===== src/rtl/mac_accumulator.sv =====
// mac_accumulator
// Sums BURST_LEN unsigned 64-bit products into an ACC_W-bit accumulator and
// holds the finished sum until the downstream consumer takes it.
// States: IDLE (waiting for the first product), ACCUM (burst in progress),
// HOLD (result presented on acc_out with acc_valid high).
// Optional build macro MAC_SATURATE_EN: an addition with a carry out clamps
// acc_out to all ones for the rest of the burst. When the macro is not defined,
// acc_out wraps modulo 2^ACC_W. The ovf flag behaves the same in both builds.
module mac_accumulator #(
    parameter int ACC_W     = 72,
    parameter int BURST_LEN = 8
) (
    input  logic             clock,
    input  logic             reset,
    input  logic             clear,
    input  logic             prod_valid,
    input  logic [63:0]      prod,
    output logic             prod_ready,
    output logic [ACC_W-1:0] acc_out,
    output logic             acc_valid,
    input  logic             acc_ready,
    output logic [7:0]       cnt,
    output logic             ovf
);

    localparam logic [1:0] IDLE  = 2'd0;
    localparam logic [1:0] ACCUM = 2'd1;
    localparam logic [1:0] HOLD  = 2'd2;

    localparam logic [7:0] LAST_CNT = 8'(BURST_LEN);

    logic [1:0]       state_q, state_d;
    logic [ACC_W-1:0] acc_q, acc_d;
    logic [7:0]       cnt_q, cnt_d;
    logic             ovf_q, ovf_d;

    logic             take;
    logic [ACC_W:0]   sum_full;
    logic [7:0]       cnt_inc;

    // Turns the carry-extended sum into the stored accumulator value.
    // In the saturating build, a carry out pins the value at all ones. Once
    // pinned, any nonzero product carries again and a zero product leaves the
    // value unchanged, so the clamp holds for the rest of the burst without
    // extra state.
    function automatic logic [ACC_W-1:0] resolve_sum(input logic [ACC_W:0] full);
`ifdef MAC_SATURATE_EN
        if (full[ACC_W]) begin
            return '1;
        end
        return full[ACC_W-1:0];
`else
        return full[ACC_W-1:0];
`endif
    endfunction

    // prod_ready is gated by the reset pin directly, so it drops at once
    // without waiting for a clock edge.
    assign prod_ready = reset && (state_q != HOLD);
    assign take       = prod_valid && prod_ready;
    assign sum_full   = {1'b0, acc_q} + {1'b0, ACC_W'(prod)};
    assign cnt_inc    = cnt_q + 8'd1;

    assign acc_out    = acc_q;
    assign cnt        = cnt_q;
    assign ovf        = ovf_q;
    assign acc_valid  = (state_q == HOLD);

    // Next-state and datapath selection. clear overrides any transfer or
    // handoff that happens on the same edge.
    always_comb begin
        state_d = state_q;
        acc_d   = acc_q;
        cnt_d   = cnt_q;
        ovf_d   = ovf_q;
        if (clear) begin
            state_d = IDLE;
            acc_d   = '0;
            cnt_d   = '0;
            ovf_d   = 1'b0;
        end else begin
            case (state_q)
                IDLE: begin
                    if (take) begin
                        acc_d   = ACC_W'(prod);
                        cnt_d   = 8'd1;
                        ovf_d   = 1'b0;
                        state_d = (LAST_CNT == 8'd1) ? HOLD : ACCUM;
                    end
                end
                ACCUM: begin
                    if (take) begin
                        acc_d = resolve_sum(sum_full);
                        cnt_d = cnt_inc;
                        ovf_d = ovf_q | sum_full[ACC_W];
                        if (cnt_inc == LAST_CNT) begin
                            state_d = HOLD;
                        end
                    end
                end
                HOLD: begin
                    // A product offered on the handoff edge is not taken,
                    // because prod_ready is low for the whole HOLD cycle.
                    if (acc_ready) begin
                        state_d = IDLE;
                        acc_d   = '0;
                        cnt_d   = '0;
                        ovf_d   = 1'b0;
                    end
                end
                default: begin
                    state_d = IDLE;
                    acc_d   = '0;
                    cnt_d   = '0;
                    ovf_d   = 1'b0;
                end
            endcase
        end
    end

    // State and accumulator registers. Reset discards any partial or held result.
    always_ff @(posedge clock or negedge reset) begin
        if (!reset) begin
            state_q <= IDLE;
            acc_q   <= '0;
            cnt_q   <= '0;
            ovf_q   <= 1'b0;
        end else begin
            state_q <= state_d;
            acc_q   <= acc_d;
            cnt_q   <= cnt_d;
            ovf_q   <= ovf_d;
        end
    end

endmodule


===== config.mk =====
export PLATFORM = sky130hd
export DESIGN_NAME = mac_accumulator
export DESIGN_NICKNAME = d
export VERILOG_FILES = /design/src/rtl/mac_accumulator.sv
export SDC_FILE = /design/constraint.sdc
export NUM_CORES = 1
export LEC_CHECK = 0
export CAP_MARGIN = 20
export CORE_ASPECT_RATIO = 1.2
export CORE_MARGIN = 2
export CORE_UTILIZATION = 36
export CTS_CLUSTER_DIAMETER = 50
export DETAILED_ROUTE_END_ITERATION = 12
export PLACE_DENSITY = 0.57
export SYNTH_ARGS = -nofsm -noshare
export SYNTH_HDL_FRONTEND = slang
export SYNTH_SLANG_ARGS = --single-unit

===== constraint.sdc =====
create_clock -name clock -period 3.9 [get_ports clock]
set_input_delay 1.17 -clock clock [delete_from_list [all_inputs] [get_ports clock]]
set_output_delay 1.17 -clock clock [all_outputs]
set_load 0.05 [all_outputs]

==> results of run 1 <==
## what timing repair did
item,CTS,global route
pin swaps,2,23
buffers inserted,0,2
setup endpoints to repair,9,40
gates resized for setup,5,72
## how the worst min path moves through the flow
| stage | to | slack, ns |
|---|---|---|
| floorplan | state_q[1]$_DFFE_PN0P_ | 0.57 |
| global placement | ovf$_DFFE_PN0P_ | 0.48 |
| detailed placement | ovf$_DFFE_PN0P_ | 0.49 |
| CTS | ovf$_DFFE_PN0P_ | 0.50 |
| global route | ovf$_DFFE_PN0P_ | 0.54 |
| finish | ovf$_DFFE_PN0P_ | 0.50 |
## state kept, by name, indices dropped and copies added, names as in the netlist
| name | count |
|---|---|
| acc_out | 72 |
| cnt | 8 |
| ovf | 1 |
| state_q | 2 |
## worst reg2reg max path, cell delays in order, from the launching register on
cell and delay, ns:
dfrtp_1 0.40, ha_1 0.29, a21oi_1 0.08, nand4b_1 0.22, a211oi_2 0.36, nor2_2 0.09
o311ai_4 0.34, a41oi_4 0.20, o31ai_4 0.42, a31o_4 0.27, a31oi_1 0.10, a31o_1 0.20
## stage by stage
stage	utilization	power (µW)	area (µm²)
after global routing	0.550	5350	11600
after detailed placement	0.518	3980	10900
after CTS	0.534	4940	11200
after global placement	0.518	3970	10900
after floorplan	-	2780	7740
final	0.550	5030	11600
## per-layer routing
layer  global-route usage  up-vias
met5                    0        -
met4               0.0881        2
met3               0.0292       45
met2                0.450      220
met1                0.301     4123
li1                     -     4244
## layout make-up
cell class              count  area (µm²)  area share
multi-input cells         829        5690       0.491
repair buffers            353        3070       0.265
flip-flops and latches     83        2080       0.180
well taps                 270         338      0.0292
clock buffers               9         225      0.0195
inverters                  24        90.1     0.00779
clock inverters             7        82.6     0.00714
## cell families after synthesis
| group | Yosys count | synth area share |
|---|---|---|
| buffers and inverters | 74 | 0.0401 |
| adders and majority gates | 66 | 0.108 |
| DFF | 83 | 0.268 |
| AOI/OAI and AO/OA | 369 | 0.299 |
| muxes | 24 | 0.0310 |
| xor gates and xnor gates | 55 | 0.0622 |
| and+or+nand+nor | 315 | 0.192 |
## power groups by stage
stage	logic, µW	registers [µW]	clock network (µW)
final	3000	1090	934
after global routing	3260	1110	986
after CTS	2900	1090	952
after detailed placement	2880	1100	0
after global placement	2870	1100	0
after floorplan	1300	1470	0
## cell usage in the layout, fill, tap and decap left out, drive strengths merged, types with 9 or more instances in the layout
| cell | synthesis | layout |
|---|---|---|
| clkbuf | 33 | 9 |
| inv | 24 | 27 |
| o21ai | 104 | 104 |
| nand4 | 17 | 17 |
| o21bai | 14 | 14 |
| xor2 | 25 | 25 |
| dlymetal6s2s | 0 | 10 |
| a21oi | 127 | 127 |
| and3 | 23 | 23 |
| mux2i | 24 | 24 |
| clkdlybuf4s50 | 0 | 138 |
| ha | 65 | 65 |
| xnor2 | 30 | 30 |
| dfrtp | 83 | 83 |
| o22ai | 11 | 11 |
| o31ai | 10 | 10 |
| nor3 | 20 | 20 |
| nor2b | 16 | 16 |
| buf | 17 | 205 |
| nor2 | 73 | 73 |
| a21o | 37 | 37 |
| a31oi | 9 | 9 |
| nand2 | 111 | 111 |
| nand3 | 23 | 23 |
==> metrics, run 1 <==
CP cell instances=clkdlybuf4s50_1 > ha_4 > nand4_1 > a211oi_2 > nor2_2 > o311ai_4 > a41oi_4 > o31ai_4 > a31o_4 > a31oi_1 > a31o_1; Crit path depth=11; Slowest cell on crit path=clkdlybuf4s50_1; M1 wire length=12000 µm; Cells after DPL=1557; hold slack=0.498 ns; ys async rst share=1.00; Die Width=138 µm; Max Used Layer=met5; TritonCTS Buffers=9; Clock transition at path regs=0.08 ns; status=completed; Filler Cell Count=2021; Syn Nets=1121; clk_skew=0.0136 ns; Routed Antenna Nets=0; setup_tns=0 ns; core area=0.0210 mm²; DR iter-0 viols=380; VDD IR max=0.000239 V; synthesized area per cell=7.85 µm²; final period utilization=0.971; Syn Inst Count=986; Top delay family on crit path=compound AO/OA/AOI/OAI gates; routed wl met3=1280 µm; largest net degree at the start of global routing=48; crit path to=acc_out[65]$_DFFE_PN0P_; Setup WS post-layout=0.111 ns; Max-cap violations=0; cells on worst reg2reg path=11; switching share of power=0.437; Synth top area share=0.268; Power Density=435 mW/mm²; Required @ worst endpoint=4.16 ns; top cells by area, synth=dfrtp_1, ha_1, a21oi_1; hold_buf cts=0; final net count=1435; clk sink count=83; HPWL Detailed=21600 µm; final WL=28100 µm; post-synth top area cell=dfrtp_1; crit path time final=3.79 ns; Ports=152; Crit Reg-Reg Startpoint=acc_out[1]$_DFFE_PN0P_; setup violators final=0; Power Internal=2830 µW; Unique masters post-synth=77; row count=58; Post-synth top cells=a21oi_1, nand2_1, o21ai_0; CTS max path bufs=2; Seq/Total Area, Yosys=0.268; worst-margin pin slew=0.692 ns; Critical Path AT=4.05 ns; non-filler instance count after layout=1575; Critical path origin=prod[9]; Buffers on Ports=151; slew margin rel.=0.539; reg-to-reg endpoint=acc_out[65]$_DFFE_PN0P_; share of layout cells above drive strength 1=0.228; DRT Pass-1 Iters=5; Critical Path Sink Type=register; first-pass GRT wire length=44300 µm; initial cell density of the core=0.368; vias=8634; gr usage total=0.249; flop-to-flop setup slack=0.85 ns; Synth warnings=0; H-Tree Level Count=3; antenna fix cells=0; Post-synth EDFFs=0; placer congestion estimate=0.944; vias in the first global route=8728; most numerous cell in the Yosys netlist=a21oi_1; initial antenna violation count=1; vias per cell=5.48; Place WS=-0.541 ns; Clk Latency, worst-skew pair=0.36 ns; Hold Path Class=reg2reg; Die ar.=0.0227 mm²; grt total ovfl=0; CP Max Fanout=8; Max Clock Freq=264 MHz; WL met2=14100 µm; Worst setup SP type=input pin; average routed wire per standard cell=17.9 µm; Switch Pwr=2200 µW; fin. max-slew vios=0; Main synth FF type=dfrtp_1; TritonCTS clock tree=yes; Worst Hold Depth=1; Worst Hold Launch=ovf$_DFFE_PN0P_; Die Y=165 µm; Logic pwr share=0.597; Root Driver=clkbuf_16; synthesis-stage register bit count=83; CP Class=in2reg; clock power share=0.186; Buf+Inv Stages, Crit Path=1; P_leak=0.00534 µW; DR DRC count=0; synthesized area=0.00774 mm²; Seq pwr share=0.217; Critical Path Max Stage Delay=0.47 ns; final hold violation count=0; Syn-to-layout area delta=49.4%
(Power assumes the default switching activity.)
==> run 2: changes to the inputs <==
- CORE_UTILIZATION: 36 -> 25
- CTS_CLUSTER_DIAMETER: 50 -> not set
- PLACE_DENSITY: 0.57 -> 0.43
==> run 2 against run 1 <==
Clock-buffer cell count is the same. Power is 0.88% higher. Global-route usage is 5.7 points lower. Final cell count rose by 9.4%. Largest power group unchanged. Die area increased by 43%. Sequential power barely moved.
==> metrics, run 2 (same netlist as run 1, synthesis figures left out) <==
final net count=1457; Syn-to-layout area delta=54.4%; Critical Path Sink Type=register; row count=70; Hold Path Class=reg2reg; VDD IR max=0.000206 V; Hold Path Sink=ovf$_DFFE_PN0P_; gr usage total=0.191; H-Tree Level Count=3; most frequent cells in the layout=buf_4, clkdlybuf4s50_1, nand2_1; design area=0.0120 mm²; Ports=152; P_leak=0.00545 µW; Max Clock Freq=265 MHz; core area=0.0305 mm²; Clock transition at path regs=0.07 ns; average routed wire per standard cell=18.0 µm; Critical Path AT=4.02 ns; largest net degree at the start of global routing=45; Die ar.=0.0324 mm²; hold slack=0.503 ns; reg-to-reg endpoint=acc_out[65]$_DFFE_PN0P_; Crit Reg-Reg Startpoint=acc_out[15]$_DFFE_PN0P_; Worst Hold Launch=ovf$_DFFE_PN0P_; status=completed; fin util=0.392; Buffers on Ports=151; DR iter-0 viols=354; placer congestion estimate=0.818; HPWL Detailed=24100 µm; first-pass GRT wire length=48300 µm; Root Driver=clkbuf_16; max reg flops=72; setup violators final=0; initial antenna violation count=0; Max-cap violations=0; most common cell after layout, fill and taps aside=buf_4; Power Density=424 mW/mm²; cells on worst reg2reg path=13; DRT Pass-1 Iters=4; vias per cell=4.97; share of layout cells above drive strength 1=0.248; Worst Hold Depth=1; Routed Antenna Nets=0; clk sink count=83; CTS max path bufs=2; placed inst area=0.0112 mm²; RSZ-0062 raised after global routing=false; antenna fix cells=0; CP Max Fanout=8; vias in the first global route=8770; CP Class=in2reg; initial cell density of the core=0.254; fin. max-slew vios=0; final WL=30900 µm; worst-margin pin slew=0.636 ns; Worst setup SP type=input pin; slew margin rel.=0.576; Clk Latency, worst-skew pair=0.36 ns; final hold violation count=0; vias=8565; Required @ worst endpoint=4.14 ns; final period utilization=0.969; crit path time final=3.78 ns; TritonCTS Buffers=9; Die Y=197 µm; DR DRC count=0; Die Width=165 µm; grt total ovfl=0; clk_skew=0.0141 ns; flop-to-flop setup slack=0.77 ns; TritonCTS clock tree=yes
-- run 2: cell count changes in the layout (fill, tap and decap cells not counted), moves of 3 or more --
cell / before / now
buf_4: 203 / 226
ha_4: 11 / 16
a21oi_1: 114 / 108
o21ai_0: 85 / 82
nor3_2: 6 / 3
a21boi_1: 4 / 1
ha_1: 49 / 45
nor3_1: 14 / 17
a21oi_2: 13 / 18
-- run 2: worst max path at each step --
stage	from	endpoint	cells after the start
2_1_floorplan	prod[0]	acc_out[70]$_DFFE_PN0P_	13
3_3_place_gp	prod[16]	acc_out[55]$_DFFE_PN0P_	12
3_5_place_dp	prod[0]	acc_out[70]$_DFFE_PN0P_	15
4_1_cts	prod[0]	acc_out[70]$_DFFE_PN0P_	15
5_1_grt	prod[39]	acc_out[60]$_DFFE_PN0P_	13
6_report	prod[2]	acc_out[65]$_DFFE_PN0P_	12
-- run 2: power by group --
group / total [µW] / switching, µW / leakage [µW] / internal, µW
combinational: 3090 / 1690 / 0.00424 / 1400
sequential: 1110 / 133 / 0.00108 / 974
clock: 879 / 438 / 0.000133 / 441
-- run 2: layer usage --
| metal | share of wire | routed length, µm | GRT usage |
|---|---|---|---|
| met5 | 0 | 0 | 0 |
| met2 | 0.50 | 15600 | 0.343 |
| met4 | 0.018 | 565 | 0.0528 |
| met1 | 0.44 | 13700 | 0.240 |
| met3 | 0.034 | 1070 | 0.0231 |
-- run 2: area by class of cell --
type	count	area, µm²
Inverter	24	90.1
Multi-Input combinational cell	829	5780
Fill cell	3148	18500
Sequential cell	83	2080
Timing Repair Buffer	375	3230
Tap cell	396	495
Clock buffer	9	225
Clock inverter	7	55.1
-- run 2: stage by stage --
step                instances  worst slack, ns  setup TNS [ns]  total power (µW)
global route             1723          0.00278               0              5430
detailed placement       1702           -0.557          -14.06              4050
finish                   1723            0.120               0              5070
CTS                      1718         -0.00400        -0.00400              4980
global placement         1702           -0.487          -13.96              4060
floorplan                 986            0.193               0              2780
-- run 2: worst max-delay path, cell delays in order --
cell and delay [ns]:
clkdlybuf4s50_1 0.54, ha_4 0.18, a21o_1 0.13, a21oi_2 0.07, a211oi_2 0.32, nor2_2 0.09, o311ai_4 0.35, a41oi_4 0.20
o31ai_4 0.42, a31o_4 0.27, a31oi_1 0.09, a31o_1 0.20
-- run 2: timing repair --
action	in CTS	in global routing
hold buffers	0	0
cloned	0	0
buffers inserted	0	5
resized for setup	8	88
setup endpoints to repair	11	42
hold endpoints to repair	0	0
pin swaps	4	31
==> run 3: changes to the inputs <==
- clock period: 3.9 -> 3.8 ns (I/O delays scaled with it)
==> run 3 against run 2 <==
Clock-buffer cell count is the same. Combinational power rose by 6%. Final area is 3.0% higher. Hold slack better by 0.019 ns. Largest power group unchanged. Worst setup slack worse by 0.013 ns. Clock skew fell by 0.0038 ns. Sequential share of layout area down 0.50 points. Sequential power hardly changed. Power rose by 6.0%. Non-clock buffer count up 11. Critical endpoint is now acc_out[33]$_DFFE_PN0P_.
==> metrics, run 3 (same netlist as run 1, synthesis figures left out) <==
status=completed; DR DRC count=0; CP Class=in2reg; Critical Path AT=3.93 ns; grt total ovfl=0; placer congestion estimate=0.854; Power Density=437 mW/mm²; largest net degree at the start of global routing=53; final period utilization=0.972; antenna fix cells=0; most common cell after layout, fill and taps aside=buf_4; initial antenna violation count=0; fin. max-slew vios=0; TritonCTS Buffers=9; final WL=31100 µm; CP Max Fanout=6; Max Clock Freq=271 MHz; initial cell density of the core=0.254; Switch Pwr=2360 µW; worst-margin pin slew=0.821 ns; P_leak=0.00564 µW; Max-cap violations=0; CTS max path bufs=2; TritonCTS clock tree=yes; setup violators final=0; setup_tns=0 ns; share of layout cells above drive strength 1=0.274; clk_skew=0.0103 ns; slew margin rel.=0.452; Routed Antenna Nets=0; hold slack=0.522 ns; first-pass GRT wire length=48800 µm; Buffers on Ports=151; DR iter-0 viols=361; VDD IR max=0.000223 V; vias per cell=4.98; Worst Hold Depth=2; crit path time final=3.69 ns; clock power share=0.178; Clock transition at path regs=0.07 ns; Hold Path Class=reg2reg; Die ar.=0.0324 mm²; Seq pwr share=0.212; row count=70; clk sink count=83; switching share of power=0.438; design area=0.0123 mm²; most frequent cells in the layout=buf_4, clkdlybuf4s50_1, nand2_1; Power Internal=3020 µW; Ports=152; final hold violation count=0; gr usage total=0.194; HPWL Detailed=24200 µm; Logic pwr share=0.610; cells on worst reg2reg path=12; vias in the first global route=8986; Critical Path Sink Type=register; average routed wire per standard cell=17.9 µm; Worst setup SP type=input pin; final net count=1468; Die Width=165 µm; Die Y=197 µm; max reg flops=72; H-Tree Level Count=3; Root Driver=clkbuf_16; hold_buf cts=0; Clk Latency, worst-skew pair=0.37 ns; DRT Pass-1 Iters=4; Syn-to-layout area delta=59.0%; core area=0.0305 mm²; Required @ worst endpoint=4.03 ns; placed inst area=0.0113 mm²; vias=8636
run 3: final timing paths:
kind / from / end / slack (ns)
setup / recovery: prod[11] / acc_out[33]$_DFFE_PN0P_ / 0.11
hold / removal: acc_out[0]$_DFFE_PN0P_ / acc_out[0]$_DFFE_PN0P_ / 0.52
setup reg to reg: acc_out[1]$_DFFE_PN0P_ / acc_out[65]$_DFFE_PN0P_ / 0.81
hold reg to reg: acc_out[0]$_DFFE_PN0P_ / acc_out[0]$_DFFE_PN0P_ / 0.52
max in group asynchronous: reset / acc_out[41]$_DFFE_PN0P_ / 1.69
min in group asynchronous: reset / acc_out[4]$_DFFE_PN0P_ / 0.91
run 3: worst max-delay path, stage by stage:
cell and delay (ns):
clkdlybuf4s50_1 0.43, ha_2 0.40, nand2_1 0.14, nor3_2 0.22, a211oi_2 0.08, or4b_4 0.54
o21ai_4 0.21, nor2b_2 0.22, nor2b_1 0.11, o21bai_1 0.20, xnor2_1 0.15, o22ai_1 0.09
run 3: what timing repair did:
item	CTS	global route
setup endpoints to repair	31	42
hold endpoints to repair	0	0
pin swaps	14	47
setup buffers	3	4
resized for setup	31	111
run 3: area by class of cell:
cell class | instances | area (µm²)
flip-flops and latches | 83 | 2080
inverters | 24 | 90.1
clock inverters | 7 | 76.3
clock buffers | 9 | 225
fillers | 3187 | 18200
well taps | 396 | 495
repair buffers | 386 | 3350
multi-input cells | 829 | 6000
run 3: stage by stage:
step	std cells	util	worst slack [ns]	power, µW
5_1_grt	1734	0.404	-0.00738	5740
2_1_floorplan	986	-	0.123	2850
3_5_place_dp	1711	0.370	-0.714	4200
6_report	1734	0.404	0.107	5370
3_3_place_gp	1711	0.370	-0.630	4200
4_1_cts	1730	0.385	-0.0452	5250
run 3: power groups by stage:
stage	clock [µW]	sequential [µW]	combinational, µW
6_report	957	1140	3280
3_3_place_gp	0	1140	3060
2_1_floorplan	0	1510	1340
5_1_grt	1020	1160	3560
4_1_cts	990	1130	3130
3_5_place_dp	0	1140	3060
run 3: metal layers:
layer | GRT usage | routed length [µm]
met2 | 0.353 | 15600
met3 | 0.0200 | 1030
met4 | 0.0647 | 783
met5 | 0 | 0
met1 | 0.236 | 13700
